===== src/rtl/sum_accumulator.sv =====
// sum_accumulator: sums COUNT adder results {cout,sum} into one ACC_W-bit total with a sticky overflow flag
module sum_accumulator #(
    parameter int DATA_W = 4,
    parameter int ACC_W  = 6,
    parameter int COUNT  = 4,
    parameter int CW     = $clog2(COUNT + 1)
) (
    input  logic              clk,
    input  logic              rst_n,
    input  logic              clear,
    input  logic              in_valid,
    output logic              in_ready,
    input  logic [DATA_W-1:0] in_sum,
    input  logic              in_cout,
    output logic              out_valid,
    input  logic              out_ready,
    output logic [ACC_W-1:0]  out_acc,
    output logic              out_ovf,
    output logic [CW-1:0]     term_cnt
);
    typedef enum logic [1:0] {IDLE, ACCUM, HOLD} state_t;
    state_t state_q, state_d;
    logic [ACC_W-1:0] acc_d;
    logic ovf_d;
    logic [CW-1:0] cnt_d, cnt_inc;
    logic [ACC_W:0] term, sum;
    logic accept;
    assign term      = {{(ACC_W - DATA_W){1'b0}}, in_cout, in_sum};
    assign sum       = {1'b0, out_acc} + term;
    assign cnt_inc   = term_cnt + CW'(1);
    assign in_ready  = state_q != HOLD;
    assign out_valid = state_q == HOLD;
    assign accept    = in_valid && in_ready;
    always_comb begin
        state_d = state_q;
        acc_d   = out_acc;
        ovf_d   = out_ovf;
        cnt_d   = term_cnt;
        if (clear) begin
            state_d = IDLE;
            acc_d   = '0;
            ovf_d   = 1'b0;
            cnt_d   = '0;
        end else begin
            case (state_q)
                IDLE: if (accept) begin
                    acc_d   = term[ACC_W-1:0];
                    ovf_d   = 1'b0;
                    cnt_d   = CW'(1);
                    state_d = COUNT == 1 ? HOLD : ACCUM;
                end
                ACCUM: if (accept) begin
                    acc_d   = sum[ACC_W-1:0];
                    ovf_d   = out_ovf | sum[ACC_W];
                    cnt_d   = cnt_inc;
                    state_d = cnt_inc == CW'(COUNT) ? HOLD : ACCUM;
                end
                HOLD: if (out_ready) begin
                    acc_d   = '0;
                    ovf_d   = 1'b0;
                    cnt_d   = '0;
                    state_d = IDLE;
                end
                default: state_d = IDLE;
            endcase
        end
    end
    always_ff @(posedge clk or negedge rst_n) begin
        if (!rst_n) begin
            state_q  <= IDLE;
            out_acc  <= '0;
            out_ovf  <= 1'b0;
            term_cnt <= '0;
        end else begin
            state_q  <= state_d;
            out_acc  <= acc_d;
            out_ovf  <= ovf_d;
            term_cnt <= cnt_d;
        end
    end
endmodule


===== config.mk =====
export PLATFORM = sky130hd
export DESIGN_NAME = sum_accumulator
export DESIGN_NICKNAME = d
export VERILOG_FILES = /design/src/rtl/sum_accumulator.sv
export SDC_FILE = /design/constraint.sdc
export NUM_CORES = 1
export LEC_CHECK = 0
export ABC_AREA = 1
export CAP_MARGIN = 20
export CORE_MARGIN = 2
export CORE_UTILIZATION = 45
export DETAILED_ROUTE_END_ITERATION = 12
export MAX_ROUTING_LAYER = met4
export PLACE_DENSITY = 0.75
export SLEW_MARGIN = 20
export SYNTH_ARGS = -nofsm -noshare
export SYNTH_HDL_FRONTEND = slang
export SYNTH_SLANG_ARGS = --single-unit
export TNS_END_PERCENT = 30

===== constraint.sdc =====
create_clock -name clk -period 2 [get_ports clk]
set_input_delay 0.5 -clock clk [delete_from_list [all_inputs] [get_ports clk]]
set_output_delay 0.5 -clock clk [all_outputs]
set_load 0.05 [all_outputs]

==> results of run 1 <==
flip-flops by register name (all words and copies together) (netlist names):
| name | cells |
|---|---|
| out_acc | 6 |
| term_cnt | 3 |
| out_ovf | 1 |
| state_q | 2 |
logic make-up after synthesis:
group           after synthesis
fa+ha+maj                    11
compound gates               12
simple gates                 82
buf+inv                      24
flops                        12
per-layer routing:
layer  global-route usage  wire [um]  up-vias
met1                0.256       1060      439
met4                0.108         63        0
li1                     -          -      503
met5                    -          0        -
met2                0.309       1100       22
met3               0.0263         55        8
cells in the final DEF, fill, tap and decap left out, drive strengths merged:
cell type	netlist	routed
o21bai	1	1
nor2	7	7
ha	10	10
a22o	1	1
fa	1	1
a22oi	1	1
buf	1	14
nand2	56	56
clkdlybuf4s50	0	9
o21ai	6	6
dfrtp	12	12
a21oi	3	3
nand4	2	2
nand3	15	15
clkinv	1	1
nand3b	2	2
clkbuf	0	4
inv	22	22
worst min path at each step:
| stage | from | end | slack [ns] | depth (start not counted) |
|---|---|---|---|---|
| final | state_q[0] | state_q[0] | 0.52 | 2 |
| after global routing | state_q[0] | state_q[0] | 0.55 | 2 |
| after CTS | out_ovf | out_ovf | 0.52 | 2 |
| after detailed placement | out_ovf | out_ovf | 0.49 | 2 |
| after global placement | out_acc[0] | out_acc[0] | 0.49 | 2 |
| after floorplan | rst_n | out_acc[0] | 0.20 | 0 |
power breakdown:
group	leakage (nW)	switching, mW	internal [mW]	total, mW
logic	0.523	0.382	0.195	0.577
registers	0.160	0.0441	0.284	0.328
clock network	0.0210	0.0948	0.111	0.206
area by class of cell:
cell class	instances	area, sq um	share of cell area
inverters	23	90.1	0.0709
well taps	27	33.8	0.0266
clock buffers	4	36.3	0.0285
flip-flops and latches	12	300	0.236
repair buffers	23	220	0.173
multi-input cells	105	591	0.465
tightest hold or removal path, delay by kind of cell, from the launching register on:
kind | cells | cell delay, ns
simple gates | 2 | 0.12
flops | 1 | 0.37
per-stage QoR:
| step | setup slack (ns) | hold slack [ns] |
|---|---|---|
| detailed placement | -0.119 | 0.494 |
| finish | 0.175 | 0.519 |
| global route | 0.0625 | 0.551 |
| floorplan | 0.0388 | 0.204 |
| CTS | 0.181 | 0.518 |
| global placement | -0.0727 | 0.493 |
==> results.py, run 1 <==
metrics = {
    "logic_synthesis": {
        "ys_seq_area_frac": 0.304,
        "yosys.area_share.xor_xnor": 0,
        "synth_area_leaders": "dfrtp_1 30%, nand2_1 20%, ha_1 13%, nand3_1 7.6%, inv_1 7.2%",
        "yosys_warnings": 0,
        "synth-adder-area-share": 0.147,
        "synth_edf_count": 0,
        "synth_simple_gate_area_frac": 0.377,
        "yosysMostFrequentCell": "nand2_1",
        "syn_area_sq_um": 988,
        "netlist.area_leader.share": 0.304,
        "synthCells": 141,
        "synth-compound-area-share": 0.0734,
        "yosys.area.top_type": "dfrtp_1",
        "synth_async_sr_flop_share": 1.00,
        "yosys.cell_types.count": 23,
        "synthMuxAreaShare": 0,
        "synth_nets": 162,
        "syn_avg_cell_area_sq_um": 7.01,
        "synth.ff_latch_count": 12,
        "synth_top_family_by_area": "simple AND/OR/NAND/NOR gates",
        "ys.flop_type": "dfrtp_1",
        "synth_commonest_cells": "53 x nand2_1, 19 x inv_1, 15 x nand3_1",
    },
    "worst_setup_path": {
        "startpoint": "in_sum[0]",
        "cp_num_buf_inv": 1,
        "arrival_ns": 2.05,
        "crit_required_ns": 2.23,
        "start_kind": "input pin",
        "regToRegEndpoint": "out_acc[0]",
        "critPathMaxStageDelay_ns": 0.43,
        "r2r-start": "state_q[0]",
        "reg2reg_slack_ns": 0.34,
        "cp_cell_sequence": "clkdlybuf4s50_1 -> ha_1 -> fa_1 -> nand2_1 -> nand2_1 -> nand2_1 -> nand3_1 -> nand2_1 -> nand2_1 -> nand2_1",
        "slowest_stage": "fa_1",
        "critPathTopFamily": "adder cells",
        "r2r_cells": 10,
        "endpoint": "out_acc[4]",
        "critPathCaptureType": "register",
        "crit_type": "in -> reg",
        "crit_path_max_fanout": 4,
        "cpMostUsedCell": "nand2_1",
        "crit_cells": 10,
    },
    "clock_network": {
        "ctsRootBufferMaster": "clkbuf_4",
        "cts-buffers-inserted": 3,
        "postCtsSetupRepairBufs": 0,
        "cts_buffer_depth": 2,
        "clock_latency_ns": 0.28,
        "cts_tree": "yes",
        "cts_htree_levels": 1,
        "clkTransAtPathRegs_ns": 0.09,
        "cts_resized": 0,
        "postCtsHoldBufs": 0,
        "clock_sinks": 12,
    },
    "final_layout": {
        "fillers": 187,
        "postLayoutCellArea_sq_um": 1270,
        "n_antenna_cell": 0,
        "nNetsFinal": 189,
        "utilization": 0.629,
        "stdcell_count": 194,
        "areaGrowthSynthToFinish_pct": 28.6,
        "drive_gt1_frac": 0.162,
    },
    "routing": {
        "drtIter0Drc": 15,
        "drc_errors": 0,
        "dr.pass1.iters": 4,
        "wl_per_cell_um": 11.8,
        "dr_total_vias": 972,
        "drtAntennaViolNets": 0,
        "viasPerCell": 5.01,
        "routed_wl_um": 2290,
    },
    "pwr": {
        "vdd_drop_max_mv": 0.548,
        "fin_total_pwr_mw": 1.11,
        "p_per_area_nw_per_um2": 873,
        "p_leak_nw": 0.704,
    },
    "timing": {
        "setup_viol": 0,
        "fin_crit_ns": 1.83,
        "slew_viol_final": 0,
        "max_clock_freq_mhz": 548,
        "post-route-period-util": 0.913,
        "setup_tns_ns": 0,
        "rsz0062_at_grt": "no",
        "finalHoldViolCount": 0,
        "maxSlewHeadroom": 0.579,
        "fin_skew_ns": 0.00616,
        "tightest_slew_ns": 0.630,
    },
    "grt": {
        "grt_usage": 0.200,
        "grt_pass1_wl_um": 3780,
        "grt_max_degree": 13,
        "overflow": 0,
        "antenna_found_initial": 0,
        "grt_pass1_vias": 878,
    },
    "min_path": {
        "min_path_type": "reg -> reg",
    },
    "floorplanning": {
        "die-width_um": 50.9,
        "placementRows": 16,
        "core-area_sq_um": 2020,
        "io_pins": 22,
        "die-area_sq_um": 2590,
        "start_util": 0.489,
        "die_y_um": 50.9,
    },
    "placement": {
        "post-dp-hpwl_um": 1790,
        "post_dp_cell_area_sq_um": 1230,
        "dp.cells": 190,
        "io_buffers": 21,
        "gp_congestion": 0.876,
    },
    "run_status": {
        "status": "finished, final reports clean",
    },
    "job": {
        "drv_cap": 0,
    },
}
No activity file was read; power rests on OpenSTA's default activity.
==> run 2: changes to the inputs <==
--- a/config.mk
+++ b/config.mk
@@ -5,14 +5,12 @@
 export SDC_FILE = /design/constraint.sdc
 export NUM_CORES = 1
 export LEC_CHECK = 0
-export ABC_AREA = 1
 export CAP_MARGIN = 20
 export CORE_MARGIN = 2
 export CORE_UTILIZATION = 45
 export DETAILED_ROUTE_END_ITERATION = 12
 export MAX_ROUTING_LAYER = met4
-export PLACE_DENSITY = 0.75
-export SLEW_MARGIN = 20
+export PLACE_DENSITY = 0.76
 export SYNTH_ARGS = -nofsm -noshare
 export SYNTH_HDL_FRONTEND = slang
 export SYNTH_SLANG_ARGS = --single-unit
==> run 2 against run 1 <==
  * Sequential share of layout area shrank 0.73 points
  * Non-clock buffer count increased by 15
  * Register-to-register slack lost 0.26 ns
  * Clock power decreased by 4%
  * Worst setup slack worse by 0.099 ns
  * Design area rose by 3.6%
  * Maximum frequency down 5.2%
  * Critical path depth down 3
  * First-iteration DRC count down 60%
  * Routed wire length decreased by 7.7%
  * Critical endpoint unchanged
  * Largest cell class unchanged
  * Largest power group unchanged
  * Highest routed layer unchanged
==> results.py, run 2 <==
metrics = {
    "worst_setup_path": {
        "crit_path_max_fanout": 2,
        "r2r_cells": 6,
        "crit_required_ns": 2.18,
        "r2r-start": "out_acc[0]",
        "cp_cell_sequence": "clkdlybuf4s15_1 -> ha_2 -> fa_2 -> and3_4 -> or3_1 -> a41o_1 -> a22o_1",
        "critPathMaxStageDelay_ns": 0.39,
        "critPathCaptureType": "register",
        "arrival_ns": 2.10,
        "crit_type": "in -> reg",
        "slowest_stage": "fa_2",
        "start_kind": "input pin",
        "reg2reg_slack_ns": 0.08,
        "regToRegEndpoint": "out_acc[4]",
    },
    "run_status": {
        "status": "finished, final reports clean",
    },
    "grt": {
        "grt_usage": 0.198,
        "antenna_found_initial": 0,
        "grt_pass1_wl_um": 3580,
        "overflow": 0,
        "grt_pass1_vias": 827,
        "grt_max_degree": 13,
    },
    "logic_synthesis": {
        "syn_area_sq_um": 905,
        "synthCells": 96,
        "syn_avg_cell_area_sq_um": 9.42,
        "synth_edf_count": 0,
        "ys_seq_area_frac": 0.332,
        "synth_area_leaders": "dfrtp_1 33%, ha_1 14%, a22o_1 5.8%, inv_1 3.7%, nand2_1 2.9%",
        "synth_nets": 117,
        "netlist.area_leader.share": 0.332,
        "yosys_warnings": 0,
        "synth_async_sr_flop_share": 1.00,
        "yosys.cell_types.count": 38,
        "synth.ff_latch_count": 12,
        "yosys.area.top_type": "dfrtp_1",
        "yosysMostFrequentCell": "dfrtp_1",
        "ys.flop_type": "dfrtp_1",
        "synth_commonest_cells": "12 x dfrtp_1, 10 x ha_1, 9 x inv_1",
    },
    "placement": {
        "gp_congestion": 0.893,
        "io_buffers": 21,
        "post_dp_cell_area_sq_um": 1250,
        "post-dp-hpwl_um": 1630,
    },
    "pwr": {
        "p_per_area_nw_per_um2": 580,
        "combPwrFrac": 0.381,
        "internal-power_mw": 0.504,
        "switching_share": 0.340,
        "p_leak_nw": 0.654,
        "clkPwrFrac": 0.258,
        "p_switching_mw": 0.260,
        "p_seq_frac": 0.361,
        "vdd_drop_max_mv": 0.411,
        "fin_total_pwr_mw": 0.764,
    },
    "final_layout": {
        "layout_commonest_cell": "buf_4",
        "drive_gt1_frac": 0.313,
        "most-common-layout-cells": "27 x buf_4, 11 x dfrtp_1, 9 x inv_1",
        "top_regs": "out_acc x6, term_cnt x3, state_q x2",
        "fillers": 164,
        "multiInputGateArea_sq_um": 582,
        "postLayoutCellArea_sq_um": 1320,
        "utilization": 0.686,
        "nNetsFinal": 156,
        "regMostFlops": "out_acc",
        "seqCellArea_sq_um": 302,
        "n_antenna_cell": 0,
        "areaGrowthSynthToFinish_pct": 45.6,
        "largest_reg_flops": 6,
    },
    "floorplanning": {
        "core-area_sq_um": 1920,
        "die-width_um": 48.8,
        "die_y_um": 48.8,
        "die-area_sq_um": 2380,
        "start_util": 0.471,
        "placementRows": 16,
        "io_pins": 22,
    },
    "clock_network": {
        "cts-buffers-inserted": 3,
        "postCtsHoldBufs": 0,
        "clock_latency_ns": 0.28,
        "cts_buffer_depth": 2,
        "ctsRootBufferMaster": "clkbuf_4",
        "cts_tree": "yes",
        "cts_htree_levels": 1,
        "clkTransAtPathRegs_ns": 0.09,
        "clock_sinks": 12,
    },
    "job": {
        "drv_cap": 0,
    },
    "min_path": {
        "min_path_type": "reg -> reg",
        "min_path_cells": 1,
        "holdPathEnd": "out_ovf",
        "hold_start": "out_ovf",
    },
    "routing": {
        "routed_wl_um": 2110,
        "drc_errors": 0,
        "dr_total_vias": 859,
        "dr.pass1.iters": 4,
        "drtAntennaViolNets": 0,
        "viasPerCell": 5.34,
        "wl_per_cell_um": 13.1,
        "drtIter0Drc": 6,
    },
    "timing": {
        "post-route-period-util": 0.962,
        "finalHoldViolCount": 0,
        "fin_skew_ns": 0.0105,
        "rsz0062_at_grt": "no",
        "max_clock_freq_mhz": 520,
        "hold_ws_ns": 0.497,
        "fin_crit_ns": 1.92,
        "maxSlewHeadroom": 0.612,
        "tightest_slew_ns": 0.581,
        "slew_viol_final": 0,
        "setup_viol": 0,
    },
}
[run 2: cell count changes after synthesis, moves of 2 or more]
cell / previous run / this run
a211oi_1: 0 / 3
nand2_1: 53 / 7
clkbuf_1: 0 / 3
o22ai_1: 0 / 2
nor2b_1: 0 / 3
inv_1: 19 / 9
a21o_1: 0 / 2
a22o_1: 1 / 6
nand2_4: 2 / 0
inv_2: 2 / 0
nand3_1: 15 / 3
[run 2: power groups by stage]
stage	combinational [mW]	clock, mW	sequential, mW
floorplan	0.123	0	0.322
global placement	0.277	0	0.279
detailed placement	0.282	0	0.280
CTS	0.287	0.203	0.276
global route	0.318	0.218	0.279
finish	0.291	0.197	0.276
[run 2: logic make-up (layout without fill, tap and decap cells)]
family	count (synthesis)	after routing	share of synthesized area
AOI/OAI and AO/OA	30	30	0.260
adders and majority gates	11	11	0.160
and+or+nand+nor	26	26	0.149
muxes	2	2	0.0235
DFF	12	12	0.332
xor gates and xnor gates	2	2	0.0194
buffers and inverters	13	51	0.0553
[run 2: routing by layer]
metal  track usage  part of all wire  wire [um]
met4        0.0143            0.0043          9
met2         0.329              0.49       1030
met3        0.0644             0.049        103
met1         0.248              0.46        965
met5             -                 0          0
[run 2: what timing repair did]
item	CTS	global route
pin swaps	2	4
endpoints found under the setup margin	2	3
resized for setup	6	3
setup buffers	1	0
[run 2: area by class of cell]
class,instances,share of cell area
Inverter,9,0.0256
Clock buffer,4,0.0275
Timing Repair Buffer,38,0.251
Multi-Input combinational cell,71,0.442
Sequential cell,12,0.229
Tap cell,27,0.0256
[run 2: worst max path at each step]
| stage | startpoint | endpoint | slack (ns) | cells past startpoint |
|---|---|---|---|---|
| 2_1_floorplan | out_acc[0] | out_acc[4] | -0.11 | 6 |
| 3_3_place_gp | in_sum[0] | out_acc[4] | -0.52 | 7 |
| 3_5_place_dp | in_sum[0] | out_acc[4] | -0.54 | 7 |
| 4_1_cts | in_sum[2] | out_acc[4] | 0.04 | 6 |
| 5_1_grt | out_acc[0] | out_acc[4] | 0.02 | 6 |
| 6_report | in_sum[0] | out_acc[4] | 0.08 | 7 |
[run 2: metrics by stage]
step | setup slack [ns] | setup TNS [ns] | instances
5_1_grt | 0.0180 | 0 | 161
6_report | 0.0752 | 0 | 161
4_1_cts | 0.0362 | 0 | 161
2_1_floorplan | -0.106 | -0.106 | 96
3_5_place_dp | -0.538 | -1.71 | 156
3_3_place_gp | -0.518 | -1.57 | 156
[run 2: critical path: cells and delay by family]
| family | cells | cell delay, ns |
|---|---|---|
| AND/OR/NAND/NOR | 2 | 0.46 |
| buffers and inverters | 1 | 0.19 |
| adder cells (fa/ha/maj) | 2 | 0.60 |
| AO/OA/AOI/OAI | 2 | 0.35 |
